## config.mk

```make
export PLATFORM = sky130hd
export DESIGN_NAME = mem_arbiter
export DESIGN_NICKNAME = d
export VERILOG_FILES = /design/src/rtl/mem_arbiter.sv
export SDC_FILE = /design/constraint.sdc
export NUM_CORES = 1
export LEC_CHECK = 0
export BUFFER_PORTS_ARGS = -buffer_cell sky130_fd_sc_hd__buf_2
export CAP_MARGIN = 15
export CORE_ASPECT_RATIO = 1.5
export CORE_MARGIN = 1
export CORE_UTILIZATION = 45
export CTS_BUF_LIST = sky130_fd_sc_hd__clkbuf_4 sky130_fd_sc_hd__clkbuf_8
export CTS_CLUSTER_DIAMETER = 150
export DETAILED_ROUTE_END_ITERATION = 10
export MAX_ROUTING_LAYER = met4
export PLACE_DENSITY = 0.78
export REMOVE_ABC_BUFFERS = 1
export SLEW_MARGIN = 20
export SYNTH_ARGS = -nofsm -noshare
export SYNTH_HDL_FRONTEND = slang
export SYNTH_SLANG_ARGS = --single-unit
```

## constraint.sdc

```tcl
create_clock -name clk -period 3.43 [get_ports clk]
set_input_delay 0 -clock clk [delete_from_list [all_inputs] [get_ports clk]]
set_output_delay 0 -clock clk [all_outputs]
set_load 0.05 [all_outputs]
```

## src/rtl/mem_arbiter.sv

```systemverilog
// Arbiter sharing one single-ported memory between the fetch and memory stages.
// Each grant runs one wait-state handshake and ends with a one-cycle done pulse.
module mem_arbiter #(
  parameter int ADDR_W  = 32,
  parameter int DATA_W  = 32,
  parameter int TIMEOUT = 16
) (
  input  logic              clk,
  input  logic              reset,
  input  logic              if_req,
  input  logic [ADDR_W-1:0] if_addr,
  output logic [DATA_W-1:0] if_rdata,
  output logic              if_done,
  input  logic              dm_req,
  input  logic              dm_we,
  input  logic [ADDR_W-1:0] dm_addr,
  input  logic [DATA_W-1:0] dm_wdata,
  output logic [DATA_W-1:0] dm_rdata,
  output logic              dm_done,
  output logic              mem_req,
  output logic              mem_we,
  output logic [ADDR_W-1:0] mem_addr,
  output logic [DATA_W-1:0] mem_wdata,
  input  logic [DATA_W-1:0] mem_rdata,
  input  logic              mem_ready,
  output logic              busy,
  output logic              err
);

  localparam int CNT_W = $clog2(TIMEOUT);
  localparam logic [CNT_W-1:0] CNT_MAX = CNT_W'(TIMEOUT - 1);

  typedef enum logic [1:0] {IDLE, ACC_D, ACC_F, DONE} state_t;

  state_t              state_q, state_d;
  logic [CNT_W-1:0]    cnt_q, cnt_d;
  logic                last_data_q, last_data_d;  // 1: data stage won the last grant
  logic                mem_req_q, mem_req_d;
  logic                mem_we_q, mem_we_d;
  logic [ADDR_W-1:0]   mem_addr_q, mem_addr_d;
  logic [DATA_W-1:0]   mem_wdata_q, mem_wdata_d;
  logic [DATA_W-1:0]   if_rdata_q, if_rdata_d;
  logic [DATA_W-1:0]   dm_rdata_q, dm_rdata_d;
  logic                if_done_q, if_done_d;
  logic                dm_done_q, dm_done_d;
  logic                err_q, err_d;
  logic                fin;
  logic [DATA_W-1:0]   fin_data;

  always_comb begin
    state_d     = state_q;
    cnt_d       = cnt_q;
    last_data_d = last_data_q;
    mem_req_d   = mem_req_q;
    mem_we_d    = mem_we_q;
    mem_addr_d  = mem_addr_q;
    mem_wdata_d = mem_wdata_q;
    if_rdata_d  = if_rdata_q;
    dm_rdata_d  = dm_rdata_q;
    if_done_d   = 1'b0;
    dm_done_d   = 1'b0;
    err_d       = err_q;
    fin         = 1'b0;
    fin_data    = mem_rdata;

    unique case (state_q)
      IDLE: begin
        // On a tie the stage that did not win last time gets the grant.
        if (dm_req && (!if_req || !last_data_q)) begin
          state_d     = ACC_D;
          cnt_d       = '0;
          last_data_d = 1'b1;
          mem_req_d   = 1'b1;
          mem_we_d    = dm_we;
          mem_addr_d  = dm_addr;
          mem_wdata_d = dm_wdata;
        end else if (if_req) begin
          state_d     = ACC_F;
          cnt_d       = '0;
          last_data_d = 1'b0;
          mem_req_d   = 1'b1;
          mem_we_d    = 1'b0;
          mem_addr_d  = if_addr;
        end
      end
      ACC_D, ACC_F: begin
        // Ready takes priority over the timeout threshold in the same cycle.
        if (mem_ready) begin
          fin = 1'b1;
        end else if (cnt_q == CNT_MAX) begin
          fin      = 1'b1;
          fin_data = '0;
          err_d    = 1'b1;
        end else begin
          cnt_d = cnt_q + CNT_W'(1);
        end
      end
      DONE:    state_d = IDLE;
      default: state_d = IDLE;
    endcase

    if (fin) begin
      state_d   = DONE;
      mem_req_d = 1'b0;
      mem_we_d  = 1'b0;
      if (state_q == ACC_D) begin
        dm_done_d  = 1'b1;
        dm_rdata_d = fin_data;
      end else begin
        if_done_d  = 1'b1;
        if_rdata_d = fin_data;
      end
    end
  end

  always_ff @(posedge clk) begin
    if (!reset) begin
      state_q     <= IDLE;
      cnt_q       <= '0;
      last_data_q <= 1'b0;
      mem_req_q   <= 1'b0;
      mem_we_q    <= 1'b0;
      mem_addr_q  <= '0;
      mem_wdata_q <= '0;
      if_rdata_q  <= '0;
      dm_rdata_q  <= '0;
      if_done_q   <= 1'b0;
      dm_done_q   <= 1'b0;
      err_q       <= 1'b0;
    end else begin
      state_q     <= state_d;
      cnt_q       <= cnt_d;
      last_data_q <= last_data_d;
      mem_req_q   <= mem_req_d;
      mem_we_q    <= mem_we_d;
      mem_addr_q  <= mem_addr_d;
      mem_wdata_q <= mem_wdata_d;
      if_rdata_q  <= if_rdata_d;
      dm_rdata_q  <= dm_rdata_d;
      if_done_q   <= if_done_d;
      dm_done_q   <= dm_done_d;
      err_q       <= err_d;
    end
  end

  assign if_rdata  = if_rdata_q;
  assign if_done   = if_done_q;
  assign dm_rdata  = dm_rdata_q;
  assign dm_done   = dm_done_q;
  assign mem_req   = mem_req_q;
  assign mem_we    = mem_we_q;
  assign mem_addr  = mem_addr_q;
  assign mem_wdata = mem_wdata_q;
  assign err       = err_q;
  assign busy      = (state_q != IDLE);

endmodule

```

; ---- Yosys cells after proc, flatten, opt, wreduce, memory -nomap -nowiden
; Cells that the tools add are included.
[classes]
add_sub_neg = 1
n_eq_ne = 8
muxes = 24
bitwise_logic = 3
n_reduce_logical = 19
[op_table]
columns = operator, count
row1 = $mux 32, 5
row2 = $mux 4, 4
row3 = $reduce_and 2->1, 6
row4 = $mux 1, 10
row5 = $pmux 4 s2, 1
row6 = $mux 2, 3
row7 = $reduce_bool 2->1, 3
row8 = $add 4x1->4 const B, 1
row9 = $eq 2x2->1 const B, 2
row10 = $eq 4x4->1 const B, 1
row11 = $ne 2x2->1 const B, 2
row12 = $ne 4x4->1 const B, 1
row13 = $pmux 2 s2, 1
row14 = $reduce_and 4->1, 1
row15 = $reduce_or 2->1, 2
row16 = $ne 3x3->1 const B, 1
row17 = $not 1->1, 3
row18 = $reduce_and 3->1, 1
row19 = $reduce_bool 3->1, 1
row20 = $eq 2x1->1 const B, 1
row21 = $logic_not 1->1, 2
row22 = $logic_not 2->1, 1
row23 = $logic_and 1x1->1, 1
row24 = $logic_or 1x1->1, 1
[word_totals]
reg_bits = 140
inputBits = 134
elab_cells = 67

; ---- Logic depth before layout (Yosys ltp)
[depth]
word_depth = 6
mapped_depth = 8
depth_no_buf = 6

; ---- Least setup slack after synthesis
; OpenSTA, ideal clock, no wires.
[synth_timing]
path_kind = register -> register
start = register state_q[0]
end = register mem_addr_q[10] (netlist: mem_addr[10])
setup_time_ns = 0.086
arrival_ns = 1.617
t_required_ns = 3.344
setup_slack_ns = 1.727
path_stages_with_launch = 8
n_path_buf = 2
synth_period_minus_slack_ns = 1.703
cell_sequence = dfxtp_1 > inv_1 > ha_1 > inv_1 > nor2_1 > buf_2 > buf_2 > a211oi_1
[synth_via]
elab_chain_cells = 2
[synth_rtl]
columns = element, line
row1 = from (decl), 35  ; state_t state_q, state_d;
row2 = from (signal assigned), 131  ; state_q <= state_d;
row3 = $logic_not 2->1, 66  ; unique case (state_q)
row4 = $reduce_and 2->1 (no source line), --
row5 = to (signal assigned), 136  ; mem_addr_q <= mem_addr_d;
row6 = to (decl), 40  ; logic [ADDR_W-1:0] mem_addr_q, mem_addr_d;
; No other way between the ends.
; A chain may end at the register's enable or synchronous reset.

; ---- Worst setup path after layout
[layout_timing]
start = register state_q[0]
end = register mem_we_q (netlist: mem_we)
[layout_via]
elab_chain_cells = 4
elab_cells_between_ends = 7
cone_classes = 2 x eq/ne / 1 x mux / 4 x reduce/logical
[layout_rtl]
columns = element, line
row1 = $eq 2x1->1 / $eq 2x2->1 (equally long branches), 66
row2 = $reduce_or 2->1, 66
row3 = $mux 1, 66
row4 = $reduce_or 2->1 (no source line), --
row5 = to (signal assigned), 135  ; mem_we_q <= mem_we_d;
row6 = to (decl), 39  ; logic mem_we_q, mem_we_d;
; Parallel ways exist; a longest one is shown, timed or not.

==> results.yml <==
logic_synthesis:
  syn_area_um2: 5582
  syn_inst: 642
  syn_avg_cell_area_um2: 8.694
  synth-seq-cells: 140
  yosysUniqueCellTypes: 34
  yosys_warnings: 0
  seq_area_frac_synth_pct: 50.21
clock_tree:
  clkLatencyLatePin_ns: 0.44
  cts_buffer_depth: 2
  h-tree-depth: 4
  path_clk_slew_ns: 0.08
  cts_made_buffers: 17
  tritoncts: "yes"
  root_buffer: "clkbuf_8"
  cts_setup_buffers: 0
  cts_sinks: 140
route:
  vias: 6333
  wl_per_cell_um: 16.57
  maxUsedRoutingLayer: "met4"
  drc_errors: 0
  ant_nets: 0
  drt-met1-wl_mm: 7.105
  wl_met2_mm: 9.864
  routed_wl_mm: 19.53
  vias_per_cell: 5.376
  dr.first_iter.drc_count: 272
  firstDrtPassIters: 5
  route.met3.wl_mm: 1.342
finish:
  fin_area_um2: 8637
  fin_cells: 1178
  area_delta_synth_final_pct: 54.74
  drive_gt1_share_pct: 30.99
  finalNetCount: 1148
  finish.utilization_pct: 71.88
floorplan:
  die_h_um: 138.4
  start_util_pct: 46.45
  fp.dieArea_um2: 12860
  io_pins: 268
  die_w_um: 92.94
  rows: 49
  fp.coreArea_um2: 12020
placement:
  dp_cells: 1011
  port_buffers: 267
  hpwlAfterDp_mm: 10.88
  dpl-instance-area_um2: 6915
  pre_cts_ws_ns: 1.334
  gp_congestion: 0.8271
outcome:
  status: "completed"
grt:
  grt_max_degree: 76
  overflow: 0
  antenna_found_initial: 2
  grt_pass1_wl_mm: 29.88
  grt.total_usage_pct: 30.49
  grt_pass1_vias: 6113
timing:
  max_freq_mhz: 392.6
  fin_crit_ns: 2.547
  max-slew-margin-rel_pct: 23.55
  min_period_over_period_pct: 74.25
  skew_ns: 0.01655
  fin_tns_setup_ns: 0
  finalMaxSlewViolations: 0
  rsz0062_at_grt: "false"
  timing.final.ws_setup_ns: 0.8831
  hold_viol_final: 0
  holdWs_ns: 0.04581
  worst_pin_slew_ns: 1.144
  finalSetupViolations: 0
power:
  ir_worst_vdd_v: 0.0003707
  power_mw: 6.276
  p_per_area_nw_per_um2: 726.7
  p_leak_nw: 3.885
min_path:
  min_path_type: "primary input to flop"
worst_setup_path:
  slowest_stage: "buf_4"
  path_max_fanout: 55
  cp-start-kind: "flop"
  crit_type: "flop to flop"
  critPathBufInv: 3
  required_ns: 3.76
  cp.arrival_ns: 2.87
  crit_chain: "inv_1 > ha_2 > buf_4 > nand2_1 > nand2_1 > nor2_1 > dlygate4sd3_1"
  endpoint_kind: "flop"
  critical-path-top-delay-family: "buffers and inverters"
  crit_top_cell: "nand2_1"
  cpPeakStageDelay_ns: 0.55
job:
  maxCapViolations: 0
-- placed cells by master (no fill, tap or decap), types with 2 or more instances in the layout --
cell,netlist,final
dlygate4sd3_1,0,133
dfxtp_1,140,140
ha_1,4,2
inv_8,0,3
nand3_1,2,2
inv_6,0,6
a211oi_1,32,32
clkbuf_8,0,17
clkinv_2,0,2
diode_2,0,2
ha_2,0,2
and2_1,2,2
nor2_1,43,42
buf_2,14,267
nand3b_1,2,2
buf_4,6,10
mux2i_1,33,33
nand2_1,135,135
a22oi_1,2,2
inv_1,5,4
nand4_1,32,32
a21boi_0,2,2
a21oi_1,100,100
nand4b_1,32,32
clkinv_4,0,2
-- kinds of logic after synthesis --
logic type	share of synthesized area, %
buffers and inverters	5.559
adder cells (fa/ha/maj)	0.8967
flip-flops	50.21
AND/OR/NAND/NOR	21.95
AO/OA/AOI/OAI	15.47
multiplexers	5.918
-- Yosys cell counts --
master	n	area (um^2)
a211oi_4	1	20.02
or2b_1	1	7.510
a21boi_0	2	15.01
nand2_1	135	506.7
ha_1	4	50.05
a22oi_1	2	15.01
o31ai_1	1	7.510
nand3b_1	2	15.01
o32ai_1	1	8.760
and2_1	2	12.51
nand3_1	2	10.01
buf_6	3	33.78
a211oi_1	32	240.2
o22ai_1	1	6.260
a31o_4	1	17.52
nand4_1	32	200.2
nor3b_1	1	7.510
a21boi_2	1	11.26
inv_1	5	18.77
o21ai_0	1	5.000
nor2_1	43	161.4
o21bai_1	1	7.510
dfxtp_1	140	2803
or3_1	1	6.260
nand2_2	1	6.260
buf_2	14	70.07
mux2i_1	33	330.3
nand4b_1	32	280.3
buf_4	6	45.04
clkbuf_1	38	142.6
a32oi_1	1	8.760
nor3_1	1	5.000
nand2b_1	1	6.260
a21oi_1	100	500.5
-- worst min-delay path, stage by stage --
cell,delay (ns)
buf_2,0.11
mux2i_1,0.21
a211oi_1,0.11
-- registers in the layout, indices dropped and copies added (netlist names) --
name / cells
mem_we: 1
if_rdata: 32
if_done: 1
last_data_q: 1
cnt_q: 4
mem_wdata: 32
dm_rdata: 32
err: 1
state_q: 2
mem_addr: 32
mem_req: 1
dm_done: 1
-- path summary, 6_finish.rpt --
check              startpoint      endpoint  slack (ns)  cells after the start
setup / recovery   state_q[0]        mem_we        0.88                      7
hold / removal    dm_addr[24]  mem_addr[24]        0.05                      3
setup reg to reg   state_q[0]        mem_we        0.88                      7
hold reg to reg   dm_rdata[9]   dm_rdata[9]        0.45                      2
-- cell type report --
cell class              count  area (um^2)
fillers                   882         3379
flip-flops and latches    140         2803
repair buffers            410         2743
multi-input cells         436         2489
clock buffers              17        234.0
well taps                 153        191.4
clock inverters            15        151.4
inverters                   5        21.27
diodes                      2        5.005
-- repair_timing --
item | CTS | global route
resized for setup | 0 | 0
endpoints found under the hold margin | 134 | 1
hold buffers | 132 | 1
-- report_power, final --
part	switching, mW	leakage, nW	internal [mW]
clock network	0.706	0.198	0.601
logic	2.08	2.54	0.790
registers	0.170	1.14	1.93
total	2.96	3.89	3.32
-- routing by layer --
metal / up-vias / track usage (%)
li1: 2995 / -
met1: 2889 / 30.85
met2: 347 / 51.20
met3: 102 / 7.811
met4: 0 / 19.68
met5: - / -
(Power assumes the default switching activity.)
